`src/rtl/imem_loader.sv`:
```
// imem_loader: assembles a big-endian byte stream into instruction-memory words.
// Define IMEM_LOADER_CHECKSUM_EN to require a trailing XOR checksum byte.
module imem_loader #(
  parameter int unsigned ADDR_W    = 8,
  parameter logic [31:0] BASE_ADDR = 32'h0
) (
  input  logic        clk,
  input  logic        rst_n,
  input  logic        start,
  input  logic        byte_valid,
  input  logic [7:0]  byte_data,
  output logic        byte_ready,
  output logic        mem_we,
  output logic [31:0] mem_addr,
  output logic [31:0] mem_wdata,
  output logic        cpu_hold,
  output logic        done,
  output logic        error
);

  localparam logic [16:0] MAX_N = 17'(1) << ADDR_W;

  typedef enum logic [2:0] {
    S_IDLE,
    S_LEN_HI,
    S_LEN_LO,
    S_DATA,
`ifdef IMEM_LOADER_CHECKSUM_EN
    S_CSUM,
`endif
    S_DONE,
    S_ERR
  } state_t;

  state_t      state;
  logic [7:0]  len_hi;
  logic [15:0] n_words;
  logic [16:0] idx;
  logic [1:0]  bcnt;
  logic [23:0] shreg;
`ifdef IMEM_LOADER_CHECKSUM_EN
  logic [7:0]  csum;
`endif

  logic        accept;
  logic [15:0] len;
  logic [16:0] idx_nx;

  assign accept = byte_valid & byte_ready;
  assign len    = {len_hi, byte_data};
  assign idx_nx = idx + 17'd1;

  always_comb begin
    byte_ready = 1'b0;
    unique case (state)
      S_LEN_HI,
      S_LEN_LO,
      S_DATA:  byte_ready = 1'b1;
`ifdef IMEM_LOADER_CHECKSUM_EN
      S_CSUM:  byte_ready = 1'b1;
`endif
      default: byte_ready = 1'b0;
    endcase
  end

  always_ff @(posedge clk or negedge rst_n) begin
    if (!rst_n) begin
      state     <= S_IDLE;
      len_hi    <= '0;
      n_words   <= '0;
      idx       <= '0;
      bcnt      <= '0;
      shreg     <= '0;
`ifdef IMEM_LOADER_CHECKSUM_EN
      csum      <= '0;
`endif
      mem_we    <= 1'b0;
      mem_addr  <= BASE_ADDR;
      mem_wdata <= '0;
      cpu_hold  <= 1'b1;
      done      <= 1'b0;
      error     <= 1'b0;
    end else begin
      mem_we <= 1'b0;
      unique case (state)
        S_IDLE,
        S_DONE,
        S_ERR: begin
          if (start) begin
            state    <= S_LEN_HI;
            idx      <= '0;
            bcnt     <= '0;
`ifdef IMEM_LOADER_CHECKSUM_EN
            csum     <= '0;
`endif
            cpu_hold <= 1'b1;
            done     <= 1'b0;
            error    <= 1'b0;
          end
        end
        S_LEN_HI: begin
          if (accept) begin
            len_hi <= byte_data;
            state  <= S_LEN_LO;
          end
        end
        S_LEN_LO: begin
          if (accept) begin
            n_words <= len;
            if (len == 16'd0) begin
`ifdef IMEM_LOADER_CHECKSUM_EN
              state    <= S_CSUM;
`else
              state    <= S_DONE;
              cpu_hold <= 1'b0;
              done     <= 1'b1;
`endif
            end else if ({1'b0, len} > MAX_N) begin
              state <= S_ERR;
              error <= 1'b1;
            end else begin
              state <= S_DATA;
            end
          end
        end
        S_DATA: begin
          if (accept) begin
`ifdef IMEM_LOADER_CHECKSUM_EN
            csum <= csum ^ byte_data;
`endif
            if (bcnt == 2'd3) begin
              mem_we    <= 1'b1;
              mem_wdata <= {shreg, byte_data};
              mem_addr  <= BASE_ADDR + {13'd0, idx, 2'b00};
              idx       <= idx_nx;
              bcnt      <= '0;
              if (idx_nx == {1'b0, n_words}) begin
`ifdef IMEM_LOADER_CHECKSUM_EN
                state    <= S_CSUM;
`else
                state    <= S_DONE;
                cpu_hold <= 1'b0;
                done     <= 1'b1;
`endif
              end
            end else begin
              shreg <= {shreg[15:0], byte_data};
              bcnt  <= bcnt + 2'd1;
            end
          end
        end
`ifdef IMEM_LOADER_CHECKSUM_EN
        S_CSUM: begin
          if (accept) begin
            if (byte_data == csum) begin
              state    <= S_DONE;
              cpu_hold <= 1'b0;
              done     <= 1'b1;
            end else begin
              state <= S_ERR;
              error <= 1'b1;
            end
          end
        end
`endif
        default: state <= S_IDLE;
      endcase
    end
  end

endmodule

```
`config.mk`:
```
export PLATFORM = sky130hd
export DESIGN_NAME = imem_loader
export DESIGN_NICKNAME = d
export VERILOG_FILES = /design/src/rtl/imem_loader.sv
export SDC_FILE = /design/constraint.sdc
export NUM_CORES = 1
export LEC_CHECK = 0
export BUFFER_PORTS_ARGS = -buffer_cell sky130_fd_sc_hd__buf_2
export CORE_AREA = 2 2 101 103
export DETAILED_ROUTE_END_ITERATION = 16
export DIE_AREA = 0 0 103 105
export PLACE_DENSITY = 0.82
export RECOVER_POWER = 25
export SLEW_MARGIN = 30
export SYNTH_ARGS = -nofsm -noshare
export SYNTH_HDL_FRONTEND = slang
export SYNTH_SLANG_ARGS = --single-unit
```
`constraint.sdc`:
```
create_clock -name clk -period 3.3 [get_ports clk]
set_input_delay 0.99 -clock clk [delete_from_list [all_inputs] [get_ports clk]]
set_output_delay 0.99 -clock clk [all_outputs]
set_load 0.02 [all_outputs]
```
## Word level (Yosys, flattened, before mapping)

Cells that the tools add are included.

- Register bits: 123
- Bits of input ports: 12
- Output and inout bits: 69
- Logic and storage cells: 88

- Add/subtract/negate cells: 2
- $lt $le $gt $ge: 1
- Equality and inequality tests: 16
- Mux-type cells: 39
- Bitwise operators: 2
- Reductions and logical operators: 16

Operators with widths:

| operator | count |
|---|---|
| $mux 17 | 3 |
| $pmux 17 s2 | 1 |
| $mux 3 | 8 |
| $mux 1 | 19 |
| $ne 2x2->1 const B | 9 |
| $add 17x1->17 const B | 1 |
| $eq 17x16->1 | 1 |
| $gt 16x9->1 const B | 1 |
| $logic_not 16->1 | 1 |
| $pmux 3 s4 | 1 |
| $reduce_and 3->1 | 3 |
| $reduce_and 7->1 | 1 |
| $eq 3x2->1 const B | 2 |
| $eq 3x3->1 const B | 2 |
| $mux 2 | 3 |
| $pmux 1 s3 | 2 |
| $reduce_and 6->1 | 1 |
| $reduce_or 3->1 | 2 |
| $reduce_and 5->1 | 1 |
| $pmux 2 s2 | 1 |
| $reduce_and 2->1 | 2 |
| $reduce_and 4->1 | 1 |
| $reduce_bool 2->1 | 2 |
| $eq 3x1->1 const B | 1 |
| other kinds (7) | 7 |

## Longest topological paths before layout

- Depth in word-level cells: 6
- Mapped depth: 8
- Depth with buffers taken out: 7

## Worst setup path after synthesis

OpenSTA, ideal clock, no wires.

- Path type: in2reg
- Start point: in byte_valid
- End point: reg len_hi[0]
- Setup time: 125 ps
- Arrival time: 2228 ps
- Required time: 3175 ps
- Path slack: 947 ps
- Stages: 3
- Path buffers: 1
- Path through: clkbuf_1 nor4b_2 mux2_2

- Longest elaborated chain between the ends: 2

Ends and longest elaborated chain:

| element | RTL line | text |
|---|---|---|
| start, declared | 10 | `input logic byte_valid,` |
| $and 1x1->1 | 49 | `assign accept = byte_valid & byte_ready;` |
| $reduce_and 2->1 (no source line) | -- |  |
| end signal, assigned | 103 | `len_hi <= byte_data;` |
| end, declared | 36 | `logic [7:0] len_hi;` |

Every way passes these cells.
A chain may end at the register's enable or synchronous reset.

## Worst setup path after layout

- Start point: reg idx[0]
- End point: reg state[1]

- Longest elaborated chain between the ends: 4

Ends and longest elaborated chain:

| element | RTL line | text |
|---|---|---|
| start, declared | 38 | `logic [16:0] idx;` |
| start signal, assigned | 135 | `idx <= idx_nx;` |
| $add 17x1->17 | 51 | `assign idx_nx = idx + 17'd1;` |
| $eq 17x16->1 | 137 | `if (idx_nx == {1'b0, n_words}) begin` |
| $ne 2x2->1 (no source line) | -- |  |
| $reduce_and 6->1 (no source line) | -- |  |
| end signal, assigned | 68 | `state <= S_IDLE;` |
| end signal, assigned | 141 | `state <= S_DONE;` |
| end signal, assigned | 166 | `default: state <= S_IDLE;` |
| end, declared | 35 | `state_t state;` |

Every way passes these cells.

==> metrics.txt <==
Worst Skew 0.00736 ns; WP buf/inv 0; Placement Rows 36; Synth area leaders dfrtp_1 53%, nand2_1 11%, mux2_2 9.4%; f_max 378 MHz; Iter 0 DRT Violations 260; Post-CTS Setup Repair Bufs 0; failing checks max-capacitance violations, max-slew violations; area of the multi-input gates 2410 um2; clk sinks 123; sw frac 38.6%; Layout Utilization 69.0%; CTS resizes 0; CTS Buf Count 17; Worst-Margin Slew 2.32 ns; drt first pass iters 5; register area 3080 um2; total negative slack 0 ns; Worst path max stage delay 0.50 ns; DR WL/cell 17.2 um; Max FO, Critical Path 8; Initial Utilization 59.6%; hold_buf cts 0; ys flop type dfrtp_1; DP HPWL 8490 um; nets 637; Longest Clk Path Bufs 2; worst hold slack 0.468 ns; Pwr per Cell Area 947 nW/um2; worst skew pair latency 0.52 ns; Comb pwr share 32.7%; ys async rst share 100%; Slew HR -55.0%; max-cap violations 1; die span in y 105 um; maximum vdd drop 706 uV; # DRC 0; Syn Inst Count 564; clock slew at reported path FFs 0.06 ns; Internal 0.00387 W; class of the worst hold path flip-flop to flip-flop; initial antenna violation count 0; top-area cell type share of the netlist area 53.1%; final hold viol count 0; CTS H-tree lvls 4; clock group share of total power 27.7%; DIE AREA 10800 um2; Root Driver clkbuf_8; Area Growth Syn to Fin 15.8%; Critical Path Start Type flip-flop; Final setup viols 0; TritonCTS clock tree built; vias post-DR 4432; critical path's top delay family simple AND/OR/NAND/NOR gates; Leak Pwr 3.28 nW; final worst path period share 80.3%; first-pass GRT wire length 22000 um; via count of the first global-routing pass 4362; area leader, netlist dfrtp_1; EDFF count, synth 0; status finished, violations left; IO Port Bufs 65; Yosys reg bits 123; layout cell share with drive strength beyond 1 26.6%; power share of the sequential group 39.6%; mean post-synth cell area 10.2 um2; total core area 9640 um2; largest net degree at the start of global routing 43; ant diodes 0; unrepaired setup endpoints after global routing false; vias per cell 5.76; All-Layer GR Usage 26.2%; min Tclk post-route 2.65 ns; critical path's slowest cell dfrtp_1; Data arrival, critical path 3.06 ns; final slew viol count 42; number of fill cells 710; Routed Antenna Nets 0; GPL Wtd Cong 0.895; area of the mapped netlist 5750 um2; Distinct cells, synth 52; die width 103 um; Overall Power 0.00630 W; Seq/Total Area, Yosys 53.6%; Final Routed Wirelength 13200 um; Overflow after GRT 0; Sw Pwr 0.00243 W; Data required, critical path 3.71 ns; I/O pins 81; synth warn 0; CP Class flip-flop to flip-flop; CP Capture Type flip-flop; CP Cell Sequence ha_1 > nand3_2 > nor2_1 > o21ai_0 > a211oi_1 > nand4_2 > a31o_1; placed cell area 6100 um2; cell area after layout 6660 um2
-- stage by stage --
stage	setup WS, ns	cells
floorplan	0.947	578
global placement	0.927	737
detailed placement	0.837	737
CTS	0.678	769
global route	0.382	769
finish	0.652	769
-- placed cells by master (no fill, tap or decap), types with 7 or more instances in the layout --
cell       Yosys  routed
clkbuf_16      0      16
nand3_1       10      10
nand4_1        7       7
nor3_1         8       8
nor4_1         8       8
buf_4         18       8
mux2_2        48      48
nor2_1        17      16
buf_2         12      64
nand2_1      166     166
o21ai_0       34      34
xor2_1         8       8
conb_1         1      15
xnor2_1       13      13
dfrtp_1      122     122
-- layer usage --
layer | vias up | wire (um) | GRT usage [%]
met5 | - | 0 | 0
met1 | 2195 | 5480 | 35.7
li1 | 2010 | - | -
met2 | 202 | 6630 | 41.1
met3 | 25 | 814 | 5.55
met4 | 0 | 268 | 9.40
-- worst paths after layout --
check	startpoint	to	slack, ns	cells after the start
max	idx[0]	state[1]	0.65	7
min	mem_addr[13]	mem_addr[13]	0.47	2
max reg2reg	idx[0]	state[1]	0.65	7
min reg2reg	mem_addr[13]	mem_addr[13]	0.47	2
max in group asynchronous	rst_n	idx[2]	0.76	2
min in group asynchronous	rst_n	mem_addr[11]	1.16	1
-- cell type report --
cell class,count,area share (%)
multi-input combinational,399,36.3
inverter,7,0.395
clock inverter,15,2.18
timing repair buffer,75,6.15
clock buffer,17,6.22
tap,133,2.50
sequential,123,46.3
-- power groups by stage --
stage / Combinational (W) / Clock (W) / Sequential [W]
global placement: 0.00194 / 0 / 0.00245
finish: 0.00206 / 0.00174 / 0.00250
global route: 0.00225 / 0.00184 / 0.00256
detailed placement: 0.00202 / 0 / 0.00249
floorplan: 0.00132 / 0 / 0.00259
CTS: 0.00207 / 0.00176 / 0.00248
-- logic make-up (layout without fill, tap and decap cells) --
| logic type | after synthesis | after routing | synth area share [%] |
|---|---|---|---|
| AND/OR/NAND/NOR | 240 | 240 | 19.9 |
| buffers and inverters | 56 | 114 | 5.36 |
| adder cells (fa/ha/maj) | 2 | 2 | 0.435 |
| flip-flops | 123 | 123 | 53.6 |
| multiplexers | 48 | 48 | 9.41 |
| XOR/XNOR | 21 | 21 | 3.20 |
| other | 1 | 15 | 0.0653 |
| AO/OA/AOI/OAI | 73 | 73 | 8.06 |
-- cell usage after synthesis, drive strengths merged, types with 8 or more instances --
| master | number |
|---|---|
| xor2 | 8 |
| mux2 | 48 |
| buf | 32 |
| nor2 | 18 |
| nand2 | 166 |
| dfrtp | 122 |
| nor4 | 11 |
| xnor2 | 13 |
| nor3 | 8 |
| o21ai | 34 |
| nand4 | 11 |
| nand3 | 11 |
| clkbuf | 17 |
-- flip-flops by register name (all words and copies together) (netlist names), 2 cells and up --
signal / cells
len_hi: 8
idx: 17
bcnt: 2
state: 3
shreg: 24
n_words: 16
mem_addr: 17
mem_wdata: 32
-- worst min-delay path, stage by stage, from the launching register on --
cell and delay [ns]:
dfrtp_1 0.34, nand2_1 0.05, nand2_1 0.05
Power figures use the tool's default switching activity.
